==> src/rtl/mem_access_adapter.sv <==
// Purpose: turns CPU byte/half/word loads and stores into aligned 32-bit cache accesses with byte masks.
// Latency: a hit returns 3 cycles after the accept cycle, a misaligned request 1 cycle after; misses add the cache stall time.
// Backpressure: one request in flight; req_ready is low from the accept until the response cycle has passed.
module mem_access_adapter #(
    parameter int ADDRESS_BITWIDTH = 32
) (
    input  logic                        clk,
    input  logic                        rst_n,
    input  logic                        req_valid,
    output logic                        req_ready,
    input  logic                        req_write,
    input  logic [1:0]                  req_size,
    input  logic                        req_unsigned,
    input  logic [ADDRESS_BITWIDTH-1:0] req_addr,
    input  logic [31:0]                 req_wdata,
    output logic                        rsp_valid,
    output logic                        rsp_error,
    output logic [31:0]                 rsp_rdata,
    output logic                        enable,
    output logic [ADDRESS_BITWIDTH-1:0] address,
    output logic [31:0]                 data_in,
    output logic [3:0]                  write_enable,
    input  logic [31:0]                 data_out,
    input  logic                        data_out_ready,
    input  logic                        busy
);
    localparam int AW = ADDRESS_BITWIDTH;

    typedef enum logic [1:0] {IDLE, READ, WRITE, RESP} state_t;

    state_t        state;
    state_t        state_nxt;
    logic          issued;
    logic [AW-1:0] addr_q;
    logic [1:0]    size_q;
    logic          uns_q;
    logic [31:0]   wdata_q;
    logic [31:0]   rdata_q;
    logic          error_q;

    logic          req_misaligned;
    logic [3:0]    lane_mask;
    logic [31:0]   wdata_sized;
    logic [31:0]   rd_shifted;
    logic [31:0]   rdata_ext;

    always_comb begin
        req_misaligned = (req_size == 2'd3)
                      || ((req_size == 2'd1) && req_addr[0])
                      || ((req_size == 2'd2) && (req_addr[1:0] != 2'b00));
    end

    // Upper store-data bits beyond the access size are don't-care upstream, so drop them before shifting.
    always_comb begin
        lane_mask   = 4'b1111;
        wdata_sized = wdata_q;
        case (size_q)
            2'd0: begin
                lane_mask   = 4'b0001 << addr_q[1:0];
                wdata_sized = {24'd0, wdata_q[7:0]};
            end
            2'd1: begin
                lane_mask   = 4'b0011 << {addr_q[1], 1'b0};
                wdata_sized = {16'd0, wdata_q[15:0]};
            end
            default: begin
                lane_mask   = 4'b1111;
                wdata_sized = wdata_q;
            end
        endcase
    end

    always_comb begin
        rd_shifted = data_out >> {addr_q[1:0], 3'b000};
        case (size_q)
            2'd0:    rdata_ext = {{24{~uns_q & rd_shifted[7]}}, rd_shifted[7:0]};
            2'd1:    rdata_ext = {{16{~uns_q & rd_shifted[15]}}, rd_shifted[15:0]};
            default: rdata_ext = rd_shifted;
        endcase
    end

    always_comb begin
        state_nxt = state;
        case (state)
            IDLE: begin
                if (req_valid) begin
                    if (req_misaligned) state_nxt = RESP;
                    else if (req_write) state_nxt = WRITE;
                    else                state_nxt = READ;
                end
            end
            READ:    if (issued && data_out_ready) state_nxt = RESP;
            WRITE:   if (issued && !busy)          state_nxt = RESP;
            default: state_nxt = IDLE;
        endcase
    end

    always_ff @(posedge clk or negedge rst_n) begin
        if (!rst_n) begin
            state   <= IDLE;
            issued  <= 1'b0;
            addr_q  <= '0;
            size_q  <= 2'd0;
            uns_q   <= 1'b0;
            wdata_q <= 32'd0;
            rdata_q <= 32'd0;
            error_q <= 1'b0;
        end else begin
            state  <= state_nxt;
            // Low on the first cycle of READ/WRITE, high from the second onward.
            issued <= (state == READ) || (state == WRITE);
            if ((state == IDLE) && req_valid) begin
                addr_q  <= req_addr;
                size_q  <= req_size;
                uns_q   <= req_unsigned;
                wdata_q <= req_wdata;
                if (req_misaligned) begin
                    error_q <= 1'b1;
                    rdata_q <= 32'd0;
                end
            end
            if ((state == READ) && (state_nxt == RESP)) begin
                error_q <= 1'b0;
                rdata_q <= rdata_ext;
            end
            if ((state == WRITE) && (state_nxt == RESP)) begin
                error_q <= 1'b0;
                rdata_q <= 32'd0;
            end
        end
    end

    assign req_ready    = (state == IDLE);
    assign rsp_valid    = (state == RESP);
    assign rsp_error    = error_q;
    assign rsp_rdata    = rdata_q;
    assign enable       = (state == READ) || (state == WRITE);
    assign address      = {addr_q[AW-1:2], 2'b00};
    assign data_in      = wdata_sized << {addr_q[1:0], 3'b000};
    assign write_enable = (state == WRITE) ? lane_mask : 4'b0000;

endmodule
==> config.mk <==
export PLATFORM = sky130hd
export DESIGN_NAME = mem_access_adapter
export DESIGN_NICKNAME = d
export VERILOG_FILES = /design/src/rtl/mem_access_adapter.sv
export SDC_FILE = /design/constraint.sdc
export NUM_CORES = 1
export LEC_CHECK = 0
export CAP_MARGIN = 20
export CORE_UTILIZATION = 45
export CTS_CLUSTER_DIAMETER = 80
export DETAILED_ROUTE_END_ITERATION = 7
export PLACE_DENSITY_LB_ADDON = 0.08
export SYNTH_ARGS = -nofsm -noshare
export SYNTH_HDL_FRONTEND = slang
export SYNTH_SLANG_ARGS = --single-unit
export TNS_END_PERCENT = 30
==> constraint.sdc <==
create_clock -name clk -period 2.2 [get_ports clk]
set_clock_uncertainty 0.1 [all_clocks]
set_input_delay 0.44 -clock clk [delete_from_list [all_inputs] [get_ports clk]]
set_output_delay 0.44 -clock clk [all_outputs]
set_load 0.005 [all_outputs]
# Word-level counts from Yosys, hierarchy flattened
# Cells that the tools add are included.
[totals]
word_cells = 58
ff_bits = 103
output_inout_bits = 104
[op_classes]
reduce_logical = 17
muxes = 18
bitwise = 3
n_eq_ne = 8
shift = 4
[ops]
columns = ["operator", "n"]
rows = [
  ["$mux 32", 4],
  ["$pmux 32 s2", 2],
  ["$shl 32x5->32", 1],
  ["$shr 32x5->32", 1],
  ["$eq 2x2->1 const B", 5],
  ["$mux 2", 5],
  ["$pmux 4 s2", 1],
  ["$logic_and 1x1->1", 7],
  ["$eq 2x1->1 const B", 3],
  ["$pmux 2 s3", 1],
  ["$reduce_bool 3->1", 2],
  ["$logic_not 2->1", 2],
  ["$mux 1", 4],
  ["$mux 4", 1],
  ["$shl 1x2->4 const A", 1],
  ["$shl 2x2->4 const A", 1],
  ["$logic_or 1x1->1", 3],
  ["$and 1x1->1", 2],
  ["$reduce_and 2->1", 1],
  ["$reduce_bool 2->1", 1],
  ["$logic_not 1->1", 1],
  ["$not 1->1", 1],
]

# Logic depth before layout (Yosys ltp)
# Gate-level depths: netlist (run 1).
[depth]
word_depth = 11
depth_mapped = 9
mapped_depth_nobuf = 7

# Worst setup path after synthesis (run 1)
# Ideal clock, no wire load.
[synth_timing]
path_kind = "register to output"
startpoint = "register addr_q[1]"
endpoint = "output port data_in[16]"
path_stages_with_launch = 7
t_arrival_ns = 1.508
slack_ns = 0.152
path_buffers = 3
cell_sequence = "dfrtp_1 > buf_2 > buf_4 > buf_2 > nor3_1 > nand2_1 > o21ai_0"
[synth_between]
elab_chain_cells = 1
[synth_rtl]
columns = ["element", "line", "rtl"]
rows = [
  ["from (decl)", "34", "logic [AW-1:0] addr_q;"],
  ["from (signal assigned)", "113", "addr_q <= req_addr;"],
  ["$shl 32x5->32", "139", "assign data_in = wdata_sized << {addr_q[1:0], 3'b000};"],
  ["to (decl)", "21", "output logic [31:0] data_in,"],
]
# Every way passes these cells.

# Worst setup path after layout (run 1)
[layout_timing]
startpoint = "register size_q[1]"
endpoint = "output port data_in[28]"
[layout_between]
elab_chain_cells = 3
elab_cells_between_ends = 4
cone_classes = "eq/ne: 1; shift: 1; mux: 1; reduce/logical: 1"
[layout_rtl]
columns = ["element", "line", "rtl"]
rows = [
  ["from (decl)", "35", "logic [1:0] size_q;"],
  ["from (signal assigned)", "114", "size_q <= req_size;"],
  ["$eq 2x1->1 / $logic_not 2->1 (equally long branches)", "57", "case (size_q)"],
  ["$pmux 32 s2 (*)", "57", ""],
  ["$shl 32x5->32 (*)", "139", ""],
]
# Mark *: on every way between the ends. The rest lies on a longest branch, timed or not.

==> results of run 1 <==
[power by group through the flow]
stage | Sequential (W) | Clock, W | Combinational [W]
6_report | 0.00350 | 0.00163 | 0.00708
2_1_floorplan | 0.00324 | 0 | 0.00393
4_1_cts | 0.00346 | 0.00167 | 0.00690
3_5_place_dp | 0.00344 | 0 | 0.00668
3_3_place_gp | 0.00339 | 0 | 0.00657
5_1_grt | 0.00361 | 0.00173 | 0.00764
[sequential cells by signal (all words and copies together) (netlist names)]
name       count
addr_q        32
issued         1
rsp_error      1
rsp_rdata     32
size_q         2
state          2
uns_q          1
wdata_q       32
[worst max-delay path by stage]
stage / from / endpoint
finish: size_q[1] / data_in[28]
global route: size_q[1] / data_in[28]
CTS: state[1] / write_enable[2]
detailed placement: data_out[31] / rsp_rdata[20]
global placement: req_size[0] / rsp_rdata[13]
floorplan: addr_q[1] / data_in[16]
[routing by layer]
layer | global-route usage [%] | part of all wire (%) | up-vias
li1 | - | - | 2194
met1 | 33.3 | 43 | 2289
met2 | 40.1 | 46 | 209
met3 | 8.84 | 8.7 | 23
met4 | 7.28 | 2.1 | 0
met5 | 0 | 0 | -
[metrics by stage]
stage	hold slack, ns	setup TNS [ns]	instance area (um^2)	total power, W	cells
after global routing	0.416	-1.51	8280	0.0130	862
after floorplan	0.0444	0	5560	0.00717	510
after CTS	0.410	-1.67	8190	0.0120	858
after global placement	0.320	-3.79	7720	0.00996	829
after detailed placement	0.323	-5.80	7720	0.0101	829
final	0.405	-0.534	8280	0.0122	862
[cell type report]
class                           count  area [um^2]  share of cell area, %
Timing Repair Buffer              255         2470                   29.9
Clock inverter                      6         65.1                  0.786
Clock buffer                       10          239                   2.89
Multi-Input combinational cell    332         2700                   32.6
Inverter                            9         36.3                  0.438
Tap cell                          147          184                   2.22
Sequential cell                   103         2580                   31.2
[synthesized netlist by cell type, drive strengths merged (4+ instances only)]
library cell | n | area share, %
a211oi | 7 | 0.95
a21boi | 8 | 1.1
a21oi | 25 | 2.5
a22oi | 8 | 1.1
a32o | 16 | 2.9
and2 | 13 | 1.5
buf | 55 | 6.7
clkbuf | 12 | 0.81
dfrtp | 103 | 46
ha | 4 | 0.90
inv | 9 | 0.61
mux2 | 68 | 14
mux2i | 23 | 4.1
nand2 | 44 | 3.0
nor2 | 22 | 1.5
nor2b | 11 | 1.2
o21a | 8 | 1.1
o21ai | 32 | 3.1
o22ai | 19 | 3.3
[cells by family after synthesis]
logic type,after synthesis
AO/OA/AOI/OAI,131
flip-flops,103
AND/OR/NAND/NOR,102
multiplexers,92
buffers and inverters,76
adder cells (fa/ha/maj),4
other,1
[what timing repair did]
action / CTS / global route
cloned: 2 / 1
resized for setup: 108 / 48
buffers inserted: 10 / 4
hold endpoints to repair: 28 / 0
hold buffers: 1 / 0
endpoints found under the setup margin: 46 / 63
pin swaps: 5 / 17
==> impl_summary.md, run 1 <==
Floorplan
In this run the vertical extent of the chip is 113 um. The core region is around 12,000 um^2. The die covers 12,800 um^2. The floorplan step set the die width to 113 um. The top-level port count is 209.

Once the floorplan was initialized, standard cells occupied a little under half of the core. The number of placement rows is 40.

Timing
The count of endpoints failing setup in the final report is 8. The worst path in the final design needs a cycle of between 2 and 2.5 ns, including I/O delays and setup. The final clock period utilization by the worst path is 107%. At the pin with the least slew margin, the transition time is between 0.5 and 0.6 ns. The final number of max-transition violations was 0. Setup repair after global routing could not meet its margin everywhere. The count of final hold-check violations is 0. The worst-case headroom to the max-slew limit is between 60 and 70%. The peak clock frequency supported by timing is 423 MHz. The final worst-path setup slack is -0.164 ns.

CTS
The number of sinks on the clock net is 103. The deepest clock path buffer count is 2. The H-tree depth reported by CTS is 3. The master cell of the clock root buffer is sky130_fd_sc_hd__clkbuf_16. After clock tree synthesis, the clock-pin slew on the worst setup and hold paths is 0.07 ns. The number of buffers created by CTS is 9.

The later-pin clock latency in the skew report is 0.35 ns. TritonCTS built the clock tree.

Global route
The number of global-route vias before repair is 4,860. The first global-routing pass estimated 25.4 mm of wire. The initial antenna violation count came to 0. The total overflow reported by the global router is 0. Entering global routing, the biggest net connects 68 pins. The total global routing track utilization is 25.5%.

Power and ir drop
The clock network burns between 10% and 20% of the power. In this run the power density over the cells is 1470 nW/um^2. Across the VDD grid, the largest voltage drop is 0.977 mV. The internal power of the cells totals 0.00764 W. The reported leakage power is 3.64 nW. The switching part of the total is 37.5%. For this design the total switching power over the nets is 0.00457 W. Sequential cells burn 28.7% of the power. The combinational power share is 58.0%.

Synthesis
The main combinational cell family by area after synthesis is multiplexers. Among all flip-flop cells after synthesis, the most frequent one is sky130_fd_sc_hd__dfrtp_1. Synthesis inferred 103 register bits. The post-synthesis xor/xnor area fraction is 0%. The adder-cell area share of the yosys netlist is less than 1%. Counting flops with an async set or reset pin after synthesis yields a share of 100%. After synthesis the cells add up to 5560 um^2. Yosys printed 0 warnings. The share of synthesized area spent on multiplexers is 18.3%. Summing the areas of all compound-gate instances in the mapped netlist gives 17.5% of the synthesized area. Summing the areas of all and, or, nand and nor instances in the mapped netlist gives 8.67% of the synthesized area. Summing the sequential cell areas from Yosys gives 46.4% of the chip area. The synthesized design contains 0 enable-type register cells.

The average footprint of a synthesized cell is 10.9 um^2. After synthesis, the netlist uses 46 different library cells. After technology mapping, the gate count stands at between 500 and 600.

Layout
The number of fillers in the final layout is 935. From synthesis to final layout, the design area changed by 49.0%. The number of diodes added for antenna fixing is 0. The post-layout utilization of the core is 68.9%. The share of cells above drive strength 1 is 29.5%. At the end of the flow, the number of nets in the layout was approximately 820. The library cell used most frequently in the layout, excluding fill and tap cells, is sky130_fd_sc_hd__clkdlybuf4s50_1. The top cell types in the final layout, fill and taps aside, are sky130_fd_sc_hd__clkdlybuf4s50_1 (166), sky130_fd_sc_hd__dfrtp_1 (99), sky130_fd_sc_hd__mux2_2 (68).

Critical path
The startpoint identified for the worst register-to-register timing path is addr_q[0]. In this run the critical register-to-register path is captured at rsp_rdata[20]. Traced cell by cell, the critical path runs through or2_4, buf_6, and3_4, a21oi_2, buf_4, o22ai_2, buf_2. STA classifies the critical path startpoint as a register. STA classifies the critical path endpoint as a primary output. The highest fanout seen on the critical path is 4. Among cell families on the critical path, the largest total delay comes from simple AND/OR/NAND/NOR gates. Data on the critical path is required at its endpoint by between 1.5 and 2 ns. At the worst endpoint, the arrival time is 1.82 ns. The cell depth of the worst flop-to-flop path is 9. The count of buffer and inverter cells on the critical path is 3. The critical path is of the reg2out type. On the worst path, the slowest cell contributes a delay of 0.44 ns. Setup slack on the worst reg-to-reg path comes out at 0 ns.

The critical path's slowest cell is sky130_fd_sc_hd__dfrtp_2. In this run the number of cells on the critical path is 7.

Place
Timing analysis after detailed placement gives a worst setup slack of -0.206 ns. Routability-driven placement finished with a final weighted congestion of 0.857. Buffers placed on the I/O ports in this run total a little over 200. Detailed placement ended at an HPWL of 11.4 mm.

Worst hold path
In this run the worst hold path is classified as reg2reg. The sink of the worst hold path is addr_q[25]. Counting instances, the worst hold path has a depth of 1. The worst hold path begins at addr_q[25].

Detailed routing
The count of nets left with antenna violations after detail routing is 0. The via-per-instance ratio is between 5 and 6. In the final routed layout, each cell accounts on average for 18.5 um. The routed design has 16.0 mm of wire.

The residual DRC count is 0. The first-iteration detailed-routing DRC count is 297. The number of vias after detailed routing is 4,715. The number of detailed-route iterations in the first pass is 6.

Job
The number of violations of the max-capacitance limit is 0.

Outcome
The run finished, with violations left. The checks that failed: negative setup slack.
Power figures use the tool's default switching activity.
==> inputs of run 2 (changes only) <==
Settings changed: CORE_MARGIN set to 2, CORE_UTILIZATION 45 to 46, CTS_BUF_LIST set to sky130_fd_sc_hd__clkbuf_4 sky130_fd_sc_hd__clkbuf_8.
==> impl_summary.md, run 2 (synthesis results as in run 1) <==
Job
The number of violations of the max-capacitance limit was 0 (unchanged).

CTS
The later-pin clock latency in the skew report is 0.39 ns (+0.04 ns). The number of buffers created by CTS is 9 (unchanged). TritonCTS built the clock tree.

The H-tree depth reported by CTS is 3 (unchanged). The master cell of the clock root buffer is sky130_fd_sc_hd__clkbuf_8. The number of sinks on the clock net is 103 (unchanged). The deepest clock path buffer count is 2 (unchanged). The clock-pin slew on the worst setup and hold paths is 0.10 ns (+0.03 ns).

Global route
The pin count of the biggest net entering global routing was 44 (-35%). The total global routing track utilization is 25.0% (-0.51 points). The initial antenna violation count is 0 (unchanged). The global-route wire length before repair is 25.0 mm (-1.5%).

The total overflow reported by the global router was 0 (unchanged). The number of global-route vias before repair came to 4,793 (-1.4%).

Critical path
The startpoint of the lowest-slack register-to-register path is addr_q[0]. The startpoint-to-endpoint class of the critical path is reg2out. Walking the worst path, the cells encountered are or2_4, and3_4, a21oi_4, buf_6, o22ai_1, buf_2. The endpoint required time on the critical path was 1.66 ns (about the same). The setup slack on the worst flop-to-flop path came to 0.13 ns (+0.13 ns). The signal arrival time at the worst endpoint is 1.75 ns (-0.07 ns). The critical path launch point is size_q[1]. The highest fanout seen on the critical path is 4 (unchanged). The element type at the critical path end is a primary output. The largest stage delay on the critical path is 0.44 ns (about the same). The critical path's slowest cell is sky130_fd_sc_hd__dfrtp_1. The startpoint class of the critical path is a register.

Broken down by cell family, the worst path's largest delay share belongs to simple AND/OR/NAND/NOR gates. The count of buffer and inverter cells on the critical path came to 2 (-1).

Floorplan
The total die area is 13,000 um^2 (+1.4%). The number of placement rows is 40 (unchanged). The top-level port count was 209 (unchanged). The initial core utilization is 46.7% (+0.39 points). The floorplan die width is 114 um (+0.69%). The placeable core region is 11,900 um^2 (-0.83%). The vertical die dimension is 114 um (+0.69%).

Layout
The number of diodes added for antenna fixing came to 0 (unchanged). The post-layout utilization of the core is 69.5% (+0.51 points). The share of cells above drive strength 1 is 32.3% (+2.8 points). The final-stage net count is 832 (+1.6%). The area added between synthesis and finish is 48.9%. The number of fillers in the final layout is 899 (-3.9%). In the layout the commonest cells are sky130_fd_sc_hd__clkdlybuf4s50_1 (166), sky130_fd_sc_hd__dfrtp_1 (101), sky130_fd_sc_hd__mux2_2 (68). Leaving out fill and tap cells, the most frequent cell in the layout is sky130_fd_sc_hd__clkdlybuf4s50_1. The finished layout cell area came to 8270 um^2 (-0.11%).

Timing
The final clock period utilization by the worst path is 104% (-3.4 points). The count of endpoints failing setup in the final report is 18 (+10). The peak clock frequency supported by timing came to 437 MHz (+3.3%).

The final number of max-transition violations is 0 (unchanged). The final setup TNS is -0.608 ns (-0.0747 ns). The worst-case headroom to the max-slew limit is 59.5% (-0.63 points). Setup repair after global routing could not meet its margin everywhere.

The count of final hold-check violations is 0 (unchanged). The final worst-path setup slack was -0.0889 ns (+0.0749 ns). The final critical path time including I/O delays and setup is 2.29 ns (-0.0749 ns). The transition time at the pin with the least slew margin was 0.606 ns (+0.00949 ns).

Detailed routing
The detailed-route wire length was 16.1 mm (+0.48%). The number of detailed-route iterations in the first pass is 5 (-1). The count of nets left with antenna violations after detail routing was 0 (unchanged). The number of vias after detailed routing is 4,789 (+1.6%).

The via-per-instance ratio is 5.47 (about the same). The first-iteration detailed-routing DRC count is 362 (+22%). The residual DRC count is 0 (unchanged). The routed wire length per instance is 18.4 um (-1.0%).

Power and ir drop
The total design power is 0.0121 W (-1.1%). The reported leakage power was 3.58 nW (-1.8%). The sequential share of power came to 29.1% (+0.4 points). The combinational power share is 60.6% (+2.6 points). The internal power is 0.00747 W (-2.2%). The worst supply voltage drop on vdd is 0.770 mV (-21%). The cell area power density was 1460 nW/um^2 (-0.96%). The switching part of the total is 38.2% (+0.72 points).

The clock network fraction of design power is 10.3% (-3.1 points). The net switching power is 0.00461 W (+0.83%).

Outcome
The checks that failed: negative setup slack. The flow ran to the end, but the final reports show violations.

Place
The detailed placement HPWL is 11.4 mm (+0.31%). The weighted congestion reported at the end of routability-driven placement is 0.868 (+1.3%). The placed instance area is 7690 um^2 (-0.36%).

The worst setup slack after placement came to -0.167 ns (+0.0390 ns). The number of buffers added on ports is 206 (unchanged).

Worst hold path
The tightest min-delay check is of the in2async type.
[run 2: cell types whose count changed in the layout (fill, tap and decap cells not counted), sizes merged]
cell,change
clkinvlp,+1
buf,+20
clkinv,-1
clkdlybuf4s15,+2
dlygate4sd2,-7
dlymetal6s2s,-5
clkbuf,+3
[run 2: worst reg2reg max path: stages, from the launching register on]
cell                       delay [ns]
sky130_fd_sc_hd__dfrtp_2         0.49
sky130_fd_sc_hd__buf_6           0.16
sky130_fd_sc_hd__nor2_4          0.13
sky130_fd_sc_hd__buf_6           0.13
sky130_fd_sc_hd__buf_4           0.11
sky130_fd_sc_hd__buf_4           0.11
sky130_fd_sc_hd__nand3b_1        0.08
sky130_fd_sc_hd__a31oi_2         0.24
sky130_fd_sc_hd__o21ai_4         0.11
sky130_fd_sc_hd__buf_12          0.15
sky130_fd_sc_hd__o22ai_1         0.18
[run 2: power by group through the flow]
stage,logic [W],registers (W),clock network (W)
after floorplan,0.00393,0.00324,0
after global placement,0.00653,0.00340,0
after detailed placement,0.00665,0.00344,0
after CTS,0.00701,0.00347,0.00128
after global routing,0.00789,0.00362,0.00136
final,0.00732,0.00351,0.00125
[run 2: routing by layer]
metal / GRT usage (%) / vias up / share of wire [%]
met5: 0 / - / 0
met4: 10.3 / 0 / 2.5
met3: 7.65 / 26 / 9.1
met2: 39.3 / 225 / 48
met1: 32.2 / 2308 / 41
li1: - / 2230 / -
[run 2: worst paths after layout]
check | end | depth (start not counted)
min in group clk | addr_q[25] | 1
worst min register to register | addr_q[25] | 1
worst max-delay path | data_in[26] | 6
max in group asynchronous | addr_q[1] | 3
worst min-delay path | rsp_rdata[20] | 2
worst max register to register | rsp_rdata[20] | 10
[run 2: timing repair]
item                                   in CTS  in global routing
resized for setup                         144                 52
setup buffers                              17                 13
pin swaps                                   8                  9
endpoints found under the hold margin      24                  0
gates cloned                                3                  0
setup endpoints to repair                  38                 59
hold buffers                                1                  0
[run 2: area by class of cell]
class / count / area, um^2 / area share [%]
Clock buffer: 10 / 138 / 1.66
Clock inverter: 6 / 67.6 / 0.817
Inverter: 9 / 38.8 / 0.469
Multi-Input combinational cell: 332 / 2710 / 32.8
Sequential cell: 103 / 2580 / 31.2
Tap cell: 147 / 184 / 2.22
Timing Repair Buffer: 268 / 2550 / 30.9
[run 2: metrics by stage]
step | std cells | hold slack (ns)
after floorplan | 510 | 0.0444
after global placement | 826 | 0.282
after detailed placement | 826 | 0.282
after CTS | 863 | 0.410
after global routing | 875 | 0.425
final | 875 | 0.406
